$ cat src/rtl/adc_sched_pkg.sv
// Shared types and width helpers for the ADC conversion scheduler.
package adc_sched_pkg;

  typedef enum logic [1:0] {
    IDLE      = 2'd0,
    CONV      = 2'd1,
    WAIT_BUSY = 2'd2,
    READ      = 2'd3
  } sched_state_t;

  function automatic int ch_w(input int num_ch);
    return (num_ch > 1) ? $clog2(num_ch) : 1;
  endfunction

  // Timer must hold both the CONVST width and the BUSY timeout count.
  function automatic int tmr_w(input int convst_cycles, input int busy_timeout);
    int m;
    m = (convst_cycles > busy_timeout) ? convst_cycles : busy_timeout;
    return $clog2(m + 1);
  endfunction

endpackage

$ cat src/rtl/adc_conv_scheduler_if.sv
// Trigger/ADC/reader signal bundle of the conversion scheduler.
interface adc_conv_scheduler_if
  import adc_sched_pkg::*;
#(
  parameter int NUM_CH   = 8,
  parameter int TS_WIDTH = 32
) ();

  localparam int CH_W = ch_w(NUM_CH);

  logic                TRIG;
  logic                BUSY;
  logic                RD_ACK;
  logic                CONVST;
  logic                RD_REQ;
  logic [CH_W-1:0]     CH_SEL;
  logic                SAMPLE_DONE;
  logic                OVERRUN;
  logic                TIMEOUT;
  logic [TS_WIDTH-1:0] TIMESTAMP;

  modport master (
    input  TRIG, BUSY, RD_ACK,
    output CONVST, RD_REQ, CH_SEL, SAMPLE_DONE, OVERRUN, TIMEOUT, TIMESTAMP
  );

  modport slave (
    output TRIG, BUSY, RD_ACK,
    input  CONVST, RD_REQ, CH_SEL, SAMPLE_DONE, OVERRUN, TIMEOUT, TIMESTAMP
  );

endinterface

$ cat src/rtl/adc_sched_timer.sv
// Loadable saturating up-counter with terminal-count compare, shared by CONV and WAIT_BUSY.
module adc_sched_timer #(
  parameter int W = 9
) (
  input  logic         CLK,
  input  logic         RST,
  input  logic         load,
  input  logic [W-1:0] tc_val,
  output logic [W-1:0] count,
  output logic         tc
);

  logic [W-1:0] count_r;

  // Count up from zero after a load, holding at all-ones
  always_ff @(posedge CLK) begin
    if (RST) begin
      count_r <= {W{1'b0}};
    end else if (load) begin
      count_r <= {W{1'b0}};
    end else if (count_r != {W{1'b1}}) begin
      count_r <= count_r + W'(1);
    end else begin
      count_r <= count_r;
    end
  end

  assign count = count_r;
  assign tc    = (count_r == tc_val);

endmodule

$ cat src/rtl/adc_conv_scheduler.sv
// One multi-channel ADC conversion per TRIG rising edge: CONVST, BUSY wait, REQ/ACK channel reads.
// Optional ADC_SCHED_TIMESTAMP_EN adds a free-running trigger timestamp on TIMESTAMP.
module adc_conv_scheduler
  import adc_sched_pkg::*;
#(
  parameter int NUM_CH        = 8,
  parameter int CONVST_CYCLES = 4,
  parameter int BUSY_MASK     = 2,
  parameter int BUSY_TIMEOUT  = 400,
  parameter int TS_WIDTH      = 32
) (
  input logic                  CLK,
  input logic                  RST,
  adc_conv_scheduler_if.master bus
);

  localparam int CH_W  = ch_w(NUM_CH);
  localparam int TMR_W = tmr_w(CONVST_CYCLES, BUSY_TIMEOUT);

  localparam logic [CH_W-1:0]  CH_LAST  = CH_W'(NUM_CH - 1);
  localparam logic [TMR_W-1:0] CONV_TC  = TMR_W'(CONVST_CYCLES - 1);
  localparam logic [TMR_W-1:0] BUSY_TC  = TMR_W'(BUSY_TIMEOUT);
  localparam logic [TMR_W-1:0] MASK_END = TMR_W'(BUSY_MASK);

  sched_state_t     state_r, state_nxt_s;
  logic             trig_q_r;
  logic             trig_edge_s;
  logic             xfer_s;
  logic [CH_W-1:0]  ch_r, ch_nxt_s;
  logic             convst_r, convst_nxt_s;
  logic             rd_req_r, rd_req_nxt_s;
  logic             done_r, done_nxt_s;
  logic             ovr_r, ovr_nxt_s;
  logic             tmo_r, tmo_nxt_s;
  logic             tmr_load_s;
  logic [TMR_W-1:0] tmr_tc_val_s;
  logic [TMR_W-1:0] tmr_cnt_s;
  logic             tmr_tc_s;

  assign trig_edge_s = bus.TRIG & ~trig_q_r;
  assign xfer_s      = rd_req_r & bus.RD_ACK;
  assign tmr_load_s  = (state_nxt_s != state_r) || (state_r == IDLE);

  adc_sched_timer #(.W(TMR_W)) u_timer (
    .CLK    (CLK),
    .RST    (RST),
    .load   (tmr_load_s),
    .tc_val (tmr_tc_val_s),
    .count  (tmr_cnt_s),
    .tc     (tmr_tc_s)
  );

  // Next-state and next-output logic; an edge outside IDLE only raises OVERRUN
  always_comb begin
    state_nxt_s  = state_r;
    ch_nxt_s     = ch_r;
    convst_nxt_s = 1'b0;
    rd_req_nxt_s = 1'b0;
    done_nxt_s   = 1'b0;
    tmo_nxt_s    = 1'b0;
    ovr_nxt_s    = trig_edge_s && (state_r != IDLE);
    tmr_tc_val_s = CONV_TC;
    case (state_r)
      IDLE: begin
        ch_nxt_s = {CH_W{1'b0}};
        if (trig_edge_s) begin
          state_nxt_s  = CONV;
          convst_nxt_s = 1'b1;
        end else begin
          state_nxt_s  = IDLE;
        end
      end
      CONV: begin
        tmr_tc_val_s = CONV_TC;
        if (tmr_tc_s) begin
          state_nxt_s  = WAIT_BUSY;
        end else begin
          convst_nxt_s = 1'b1;
        end
      end
      WAIT_BUSY: begin
        tmr_tc_val_s = BUSY_TC;
        if ((tmr_cnt_s >= MASK_END) && !bus.BUSY) begin
          state_nxt_s  = READ;
          rd_req_nxt_s = 1'b1;
          ch_nxt_s     = {CH_W{1'b0}};
        end else if (tmr_tc_s) begin
          state_nxt_s  = IDLE;
          tmo_nxt_s    = 1'b1;
        end else begin
          state_nxt_s  = WAIT_BUSY;
        end
      end
      READ: begin
        if (xfer_s) begin
          if (ch_r == CH_LAST) begin
            state_nxt_s  = IDLE;
            done_nxt_s   = 1'b1;
            ch_nxt_s     = {CH_W{1'b0}};
          end else begin
            ch_nxt_s     = ch_r + CH_W'(1);
            rd_req_nxt_s = 1'b1;
          end
        end else begin
          rd_req_nxt_s = 1'b1;
        end
      end
      default: begin
        state_nxt_s = IDLE;
      end
    endcase
  end

  // Trigger history loads even under reset so a level held through reset gives no edge
  always_ff @(posedge CLK) begin
    trig_q_r <= bus.TRIG;
  end

  // State and registered outputs
  always_ff @(posedge CLK) begin
    if (RST) begin
      state_r  <= IDLE;
      ch_r     <= {CH_W{1'b0}};
      convst_r <= 1'b0;
      rd_req_r <= 1'b0;
      done_r   <= 1'b0;
      ovr_r    <= 1'b0;
      tmo_r    <= 1'b0;
    end else begin
      state_r  <= state_nxt_s;
      ch_r     <= ch_nxt_s;
      convst_r <= convst_nxt_s;
      rd_req_r <= rd_req_nxt_s;
      done_r   <= done_nxt_s;
      ovr_r    <= ovr_nxt_s;
      tmo_r    <= tmo_nxt_s;
    end
  end

  assign bus.CONVST      = convst_r;
  assign bus.RD_REQ      = rd_req_r;
  assign bus.CH_SEL      = ch_r;
  assign bus.SAMPLE_DONE = done_r;
  assign bus.OVERRUN     = ovr_r;
  assign bus.TIMEOUT     = tmo_r;

`ifdef ADC_SCHED_TIMESTAMP_EN
  logic                accept_s;
  logic [TS_WIDTH-1:0] ts_cnt_r, ts_cap_r, ts_out_r;

  assign accept_s = trig_edge_s && (state_r == IDLE);

  // Free-running stamp, captured on accept and published with SAMPLE_DONE
  always_ff @(posedge CLK) begin
    if (RST) begin
      ts_cnt_r <= {TS_WIDTH{1'b0}};
      ts_cap_r <= {TS_WIDTH{1'b0}};
      ts_out_r <= {TS_WIDTH{1'b0}};
    end else begin
      ts_cnt_r <= ts_cnt_r + TS_WIDTH'(1);
      if (accept_s) begin
        ts_cap_r <= ts_cnt_r;
      end
      if (done_nxt_s) begin
        ts_out_r <= ts_cap_r;
      end
    end
  end

  assign bus.TIMESTAMP = ts_out_r;
`else
  assign bus.TIMESTAMP = {TS_WIDTH{1'b0}};
`endif

endmodule

$ cat src/flat_wrapper.sv
// flat-port wrapper written by rule: the top's interface ports become plain ports
module adc_conv_scheduler_flat import adc_sched_pkg::*;
#(
  parameter int NUM_CH        = 8,
  parameter int CONVST_CYCLES = 4,
  parameter int BUSY_MASK     = 2,
  parameter int BUSY_TIMEOUT  = 400,
  parameter int TS_WIDTH      = 32
)
  (CLK, RST, bus_TRIG, bus_BUSY, bus_RD_ACK, bus_CONVST, bus_RD_REQ, bus_CH_SEL, bus_SAMPLE_DONE, bus_OVERRUN, bus_TIMEOUT, bus_TIMESTAMP);
  adc_conv_scheduler_if #(.NUM_CH(NUM_CH), .TS_WIDTH(TS_WIDTH)) bus_i ();
  input logic CLK;
  input logic RST;
  input wire logic [$bits(bus_i.TRIG)-1:0] bus_TRIG;
  input wire logic [$bits(bus_i.BUSY)-1:0] bus_BUSY;
  input wire logic [$bits(bus_i.RD_ACK)-1:0] bus_RD_ACK;
  output wire logic [$bits(bus_i.CONVST)-1:0] bus_CONVST;
  output wire logic [$bits(bus_i.RD_REQ)-1:0] bus_RD_REQ;
  output wire logic [$bits(bus_i.CH_SEL)-1:0] bus_CH_SEL;
  output wire logic [$bits(bus_i.SAMPLE_DONE)-1:0] bus_SAMPLE_DONE;
  output wire logic [$bits(bus_i.OVERRUN)-1:0] bus_OVERRUN;
  output wire logic [$bits(bus_i.TIMEOUT)-1:0] bus_TIMEOUT;
  output wire logic [$bits(bus_i.TIMESTAMP)-1:0] bus_TIMESTAMP;
  assign bus_i.TRIG = bus_TRIG;
  assign bus_i.BUSY = bus_BUSY;
  assign bus_i.RD_ACK = bus_RD_ACK;
  assign bus_CONVST = bus_i.CONVST;
  assign bus_RD_REQ = bus_i.RD_REQ;
  assign bus_CH_SEL = bus_i.CH_SEL;
  assign bus_SAMPLE_DONE = bus_i.SAMPLE_DONE;
  assign bus_OVERRUN = bus_i.OVERRUN;
  assign bus_TIMEOUT = bus_i.TIMEOUT;
  assign bus_TIMESTAMP = bus_i.TIMESTAMP;
  adc_conv_scheduler #(.NUM_CH(NUM_CH), .CONVST_CYCLES(CONVST_CYCLES), .BUSY_MASK(BUSY_MASK), .BUSY_TIMEOUT(BUSY_TIMEOUT), .TS_WIDTH(TS_WIDTH)) u_core (.CLK(CLK), .RST(RST), .bus(bus_i));
endmodule
$ cat config.mk
export PLATFORM = sky130hd
export DESIGN_NAME = adc_conv_scheduler_flat
export DESIGN_NICKNAME = d
export VERILOG_FILES = /design/src/rtl/adc_sched_pkg.sv /design/src/rtl/adc_conv_scheduler_if.sv /design/src/rtl/adc_sched_timer.sv /design/src/rtl/adc_conv_scheduler.sv /design/src/flat_wrapper.sv
export SDC_FILE = /design/constraint.sdc
export NUM_CORES = 1
export LEC_CHECK = 0
export BUFFER_PORTS_ARGS = -buffer_cell sky130_fd_sc_hd__buf_2
export CORE_MARGIN = 10
export CORE_UTILIZATION = 52
export CTS_BUF_LIST = sky130_fd_sc_hd__clkbuf_2
export DETAILED_ROUTE_END_ITERATION = 8
export PLACE_DENSITY_LB_ADDON = 0.05
export SLEW_MARGIN = 20
export SYNTH_ARGS = -nofsm -noshare
export SYNTH_HDL_FRONTEND = slang
export SYNTH_SLANG_ARGS = --single-unit
$ cat constraint.sdc
create_clock -name CLK -period 2.3 [get_ports CLK]
set_clock_uncertainty 0.1 [all_clocks]
set_input_delay 0.23 -clock CLK [delete_from_list [all_inputs] [get_ports CLK]]
set_output_delay 0.23 -clock CLK [all_outputs]
set_load 0.05 [all_outputs]
==> results.sh, run 1 <==
export IMPL_status="finished, final reports clean"
export IMPL_io_buffers=12
export IMPL_drc_errors=0
export IMPL_syn_area_per_cell_um2=9.29
export IMPL_hp_class="in2reg"
export IMPL_seq_area_frac_synth_pct=30.1
export IMPL_cellPowerDensity_nw_per_um2=591
export IMPL_synth_cells=143
export IMPL_htreeDepth=1
export IMPL_r2r_setup_slack_ps=220
export IMPL_met2_usage_pct=15.6
export IMPL_ant_nets=0
export IMPL_ioPinCount=45
export IMPL_wl_um=2610
export IMPL_hp_start="RST"
export IMPL_grt_overflow_total=0
export IMPL_wl_per_cell_um=13.9
export IMPL_layout_common_cells="conb_1 (32), dfxtp_1 (20), buf_2 (12)"
export IMPL_clk_latency_ps=330
export IMPL_clockRootBuffer="clkbuf_2"
export IMPL_clock_path_buffers=2
export IMPL_drt_vias_per_instance=4.98
export IMPL_path_cells="or4_4, nor4b_1, o21ai_0, a21oi_1"
export IMPL_grt_max_degree=13
export IMPL_period_share_pct=90.5
export IMPL_syn_area_um2=1330
export IMPL_cp_slowest_cell="or4_4"
export IMPL_utilization_pct=53.2
export IMPL_grt_busiest_layer="met2"
export IMPL_met1_usage_pct=11.8
export IMPL_p_leak_nw=0.593
export IMPL_async_flop_share_pct=0
export IMPL_period_minus_slack_ps=2080
export IMPL_critPathCaptureType="flop"
export IMPL_setup_viol=0
export IMPL_final_common_cell="conb_1"
export IMPL_ir_worst_vdd_mv=0.346
export IMPL_cp_data_required_time_ps=2460
export IMPL_antenna_cells=0
export IMPL_timing_slew_headroom_pct=59.5
export IMPL_max_cap_violations=0
export IMPL_fin_setup_tns_ps=0
export IMPL_slowest_delay_ps=610
export IMPL_cts_resized=0
export IMPL_path_max_fanout=6
export IMPL_hold_violations=0
export IMPL_worstSetupPathType="reg2reg"
export IMPL_grtUsageTotal_pct=9.93
export IMPL_post_dp_hpwl_um=2120
export IMPL_drtIter0Drc=50
export IMPL_cts_made_buffers=3
export IMPL_crit_path_start_kind="flop"
export IMPL_synth_edf_count=0
export IMPL_grt_pass1_vias=923
export IMPL_gp_congestion=0.821
export IMPL_yosysWarnings=0
export IMPL_rows=18
export IMPL_antenna_found_initial=0
export IMPL_fp_dieH_um=70.6
export IMPL_fin_nets=169
export IMPL_start_util_pct=54.1
export IMPL_r2r_end="u_core.bus.CH_SEL[1]"
export IMPL_worstRegToRegCells=4
export IMPL_rsz0062_at_grt="no"
export IMPL_use_met3_pct=2.93
export IMPL_finalMaxSlewViolations=0
export IMPL_r2r_start="u_core.u_timer.count[2]"
export IMPL_worst_pin_slew_ps=599
export IMPL_clock_fmax_ghz=0.480
export IMPL_vias=936
export IMPL_dr_pass1_iters=4
export IMPL_die_area_um2=4980
export IMPL_die_x_um=70.6
export IMPL_cts_tree="done"
export IMPL_min_to="u_core.bus.CH_SEL[2]"
export IMPL_drive_gt1_share_pct=17.1
export IMPL_synth_seq_cells=20
export IMPL_area_growth_pct=-1.70
export IMPL_holdPathStages=2
export IMPL_core_um2=2450
export IMPL_synth_cell_types=39
export IMPL_ys_flop_type="dfxtp_1"
export IMPL_cts_num_sinks=20
export IMPL_cp_data_arrival_time_ps=2240
export IMPL_path_clk_slew_ps=210
export IMPL_grt_pass1_wl_um=4190
-- cells by family (layout without fill, tap and decap cells) --
logic type	count (synthesis)	in the layout	synth area share, %
mux	1	1	0.753
buf+inv	37	21	23.6
simple gates	48	48	21.3
fa+ha+maj	5	5	4.71
other cells	1	32	0.282
compound gates	24	24	14.6
flops	20	20	30.1
xor+xnor	7	7	4.61
-- timing repair --
item,in CTS,in global routing
hold buffers,1,0
setup buffers,0,0
hold endpoints to repair,1,0
-- Yosys cell counts, types with 2 or more instances --
| master | number | area (um2) |
|---|---|---|
| nand3_1 | 3 | 15.0 |
| xor2_1 | 3 | 26.3 |
| nor3b_1 | 3 | 22.5 |
| nand2_1 | 7 | 26.3 |
| inv_1 | 2 | 7.51 |
| nand2b_1 | 3 | 18.8 |
| ha_1 | 5 | 62.6 |
| a211oi_1 | 5 | 37.5 |
| nor2_1 | 9 | 33.8 |
| nor3_1 | 6 | 30.0 |
| xnor2_1 | 4 | 35.0 |
| nor2b_1 | 2 | 12.5 |
| o21ai_0 | 5 | 25.0 |
| nand4_1 | 3 | 18.8 |
| and3_2 | 2 | 15.0 |
| buf_4 | 32 | 240 |
| dfxtp_1 | 20 | 400 |
| and3_1 | 2 | 12.5 |
| a21oi_1 | 7 | 35.0 |
-- final cells by class --
class	count	area [um2]
clock inverters	1	30.0
inverters	2	7.51
fillers	244	1150
clock buffers	3	15.0
repair buffers	15	85.1
flip-flops and latches	20	400
multi-input cells	117	731
well taps	30	37.5
-- metal layers --
metal | vias to the layer above | part of all wire, % | wire length [um]
met5 | - | 0 | 0
met4 | 0 | 2.0 | 51
met3 | 4 | 6.8 | 178
met2 | 37 | 46 | 1210
met1 | 426 | 45 | 1170
li1 | 469 | - | -
-- flip-flops by register name, indices dropped and copies added, names as in the netlist --
register                cells
u_core.bus.TIMEOUT          1
u_core.bus.RD_REQ           1
u_core.state_r              2
u_core.bus.SAMPLE_DONE      1
u_core.bus.CH_SEL           3
u_core.trig_q_r             1
u_core.bus.OVERRUN          1
u_core.u_timer.count        9
u_core.bus.CONVST           1
-- stage by stage --
stage | cells | worst slack [ps] | instance area (um2) | hold slack (ps) | power, mW
6_report | 188 | 219 | 1310 | 67.9 | 0.772
5_1_grt | 188 | 77.0 | 1310 | 71.7 | 0.798
4_1_cts | 188 | 192 | 1310 | 61.9 | 0.776
3_5_place_dp | 183 | 237 | 1250 | 254 | 0.511
3_3_place_gp | 183 | 250 | 1250 | 249 | 0.511
2_1_floorplan | 174 | 518 | 1450 | 158 | 0.555
-- power by group --
| part | switching (mW) | total [mW] | internal, mW |
|---|---|---|---|
| Clock | 0.113 | 0.263 | 0.150 |
| Combinational | 0.137 | 0.151 | 0.0133 |
| Sequential | 0.00567 | 0.358 | 0.353 |
-- worst max path at each step --
stage                            startpoint                 endpoint  slack [ps]  cells after the start
floorplan           u_core.u_timer.count[2]  u_core.u_timer.count[3]         520                      4
global placement    u_core.u_timer.count[2]     u_core.bus.CH_SEL[2]         250                      4
detailed placement  u_core.u_timer.count[2]     u_core.bus.CH_SEL[2]         240                      4
CTS                 u_core.u_timer.count[2]     u_core.bus.CH_SEL[1]         190                      4
global route        u_core.u_timer.count[2]     u_core.bus.CH_SEL[1]          80                      4
finish              u_core.u_timer.count[2]     u_core.bus.CH_SEL[1]         220                      4
-- worst max-delay path: cells and delay by family, from the launching register on --
family	cells	cell delay (ps)
and+or+nand+nor	2	1190
AOI/OAI and AO/OA	2	340
DFF	1	400
Power figures use the tool's default switching activity.
==> run 2, diff against run 1 <==
PLACE_DENSITY = 0.82   (was default)
PLACE_DENSITY_LB_ADDON = default   (was 0.05)
clock period = 2 ns   (was 2.3 ns; I/O delays follow)
==> run 2 against run 1 <==
Effect of this change:
- fmax grew 8.8%
- clock power decreased by 40%
- flip-flop and latch count did not move
- utilization increased by 0.51 points
- die area unchanged
- total power shrank 3.7%
- first-iteration DRC count down 70%
- worst setup slack worse by 130 ps
- design area is 0.96% higher
- critical endpoint is now u_core.bus.CH_SEL[0]
- largest power group unchanged
==> results.sh, run 2 (synthesis gave the netlist of run 1 again) <==
export IMPL_grtUsageTotal_pct=10.2
export IMPL_cp_slowest_cell="or4_4"
export IMPL_r2r_start="u_core.u_timer.count[2]"
export IMPL_antenna_found_initial=0
export IMPL_grt_busiest_layer="met2"
export IMPL_r2r_setup_slack_ps=90
export IMPL_utilization_pct=53.7
export IMPL_clock_fmax_ghz=0.522
export IMPL_placed_cell_area_um2=1270
export IMPL_setup_viol=0
export IMPL_grt_pass1_vias=1020
export IMPL_htreeDepth=1
export IMPL_use_met3_pct=2.23
export IMPL_clock_path_buffers=2
export IMPL_fin_setup_tns_ps=0
export IMPL_drc_errors=0
export IMPL_final_area_um2=1320
export IMPL_cts_tree="done"
export IMPL_preCtsSetupSlack_ps=54.5
export IMPL_status="finished, final reports clean"
export IMPL_path_cells="or4_4, nor4b_1, o21ai_0, a21oi_1"
export IMPL_drtIter0Drc=15
export IMPL_met1_usage_pct=9.71
export IMPL_grt_pass1_wl_um=4330
export IMPL_total_power_uw=743
export IMPL_core_um2=2450
export IMPL_gp_congestion=0.811
export IMPL_cp_data_required_time_ps=2130
export IMPL_vias=950
export IMPL_finalMaxSlewViolations=0
export IMPL_period_minus_slack_ps=1910
export IMPL_period_share_pct=95.7
export IMPL_path_max_fanout=5
export IMPL_fp_dieH_um=70.6
export IMPL_clk_latency_ps=300
export IMPL_drt_vias_per_instance=5.00
export IMPL_min_to="u_core.bus.SAMPLE_DONE"
export IMPL_grt_max_degree=12
export IMPL_fin_nets=171
export IMPL_cp_data_arrival_time_ps=2040
export IMPL_io_buffers=12
export IMPL_critPathCaptureType="flop"
export IMPL_slowest_delay_ps=590
export IMPL_rows=18
export IMPL_p_leak_nw=0.594
export IMPL_cellPowerDensity_nw_per_um2=564
export IMPL_worstSetupPathType="reg2reg"
export IMPL_clockRootBuffer="clkbuf_2"
export IMPL_worstRegToRegCells=4
export IMPL_drive_gt1_share_pct=21.9
export IMPL_crit_path_start_kind="flop"
export IMPL_grt_overflow_total=0
export IMPL_max_cap_violations=0
export IMPL_r2r_end="u_core.bus.CH_SEL[0]"
export IMPL_hold_violations=0
export IMPL_dp_cells=185
export IMPL_largest_reg_flops=9
export IMPL_wl_um=2590
export IMPL_met2_usage_pct=18.8
export IMPL_fin_cells=190
export IMPL_path_clk_slew_ps=190
export IMPL_hp_start="RST"
export IMPL_layout_common_cells="conb_1 (32), dfxtp_1 (17), buf_2 (12)"
export IMPL_ant_nets=0
export IMPL_antenna_cells=0
export IMPL_start_util_pct=54.1
export IMPL_rsz0062_at_grt="yes"
export IMPL_cts_num_sinks=20
export IMPL_post_dp_hpwl_um=2220
export IMPL_cts_made_buffers=3
export IMPL_hold_ws_ps=57.7
export IMPL_dr_pass1_iters=4
export IMPL_holdPathStages=2
export IMPL_ioPinCount=45
export IMPL_wl_per_cell_um=13.6
export IMPL_final_common_cell="conb_1"
export IMPL_area_growth_pct=-0.754
export IMPL_ir_worst_vdd_mv=0.371
export IMPL_die_x_um=70.6
export IMPL_setup_ws_ps=86.0
export IMPL_die_area_um2=4980
export IMPL_hp_class="in2reg"
==> run 2: layout make-up <==
cell class | instances | area (um2)
clock inverters | 1 | 3.75
repair buffers | 17 | 100
clock buffers | 3 | 15.0
multi-input cells | 117 | 751
flip-flops and latches | 20 | 404
fillers | 242 | 1140
well taps | 30 | 37.5
inverters | 2 | 7.51
==> run 2: worst max path at each step <==
stage	startpoint	endpoint	slack, ps	cells after the start
after floorplan	u_core.u_timer.count[2]	u_core.u_timer.count[3]	220	4
after global placement	u_core.u_timer.count[2]	u_core.bus.CH_SEL[2]	140	4
after detailed placement	u_core.u_timer.count[1]	u_core.u_timer.count[1]	50	5
after CTS	u_core.u_timer.count[2]	u_core.u_timer.count[1]	20	4
after global routing	u_core.u_timer.count[2]	u_core.bus.CH_SEL[0]	-30	4
final	u_core.u_timer.count[2]	u_core.bus.CH_SEL[0]	90	4
==> run 2: where the power goes <==
part | internal [mW] | switching [mW]
sequential | 0.405 | 0.00666
clock | 0.0435 | 0.115
combinational | 0.0152 | 0.157
total | 0.464 | 0.279
==> run 2: worst max-delay path: cells and delay by family (launching register included) <==
family / cells / cell delay, ps
compound gates: 2 / 340
flops: 1 / 360
simple gates: 2 / 1040
==> run 2: what timing repair did <==
action | CTS | global route
resized for setup | 0 | 7
hold buffers | 1 | 0
setup buffers | 0 | 0
setup endpoints to repair | 0 | 9
endpoints found under the hold margin | 1 | 0
==> run 2: routing by layer <==
layer | vias up | wire length, um
met5 | - | 0
met4 | 0 | 34
met3 | 2 | 131
met2 | 30 | 1450
met1 | 444 | 978
li1 | 474 | -
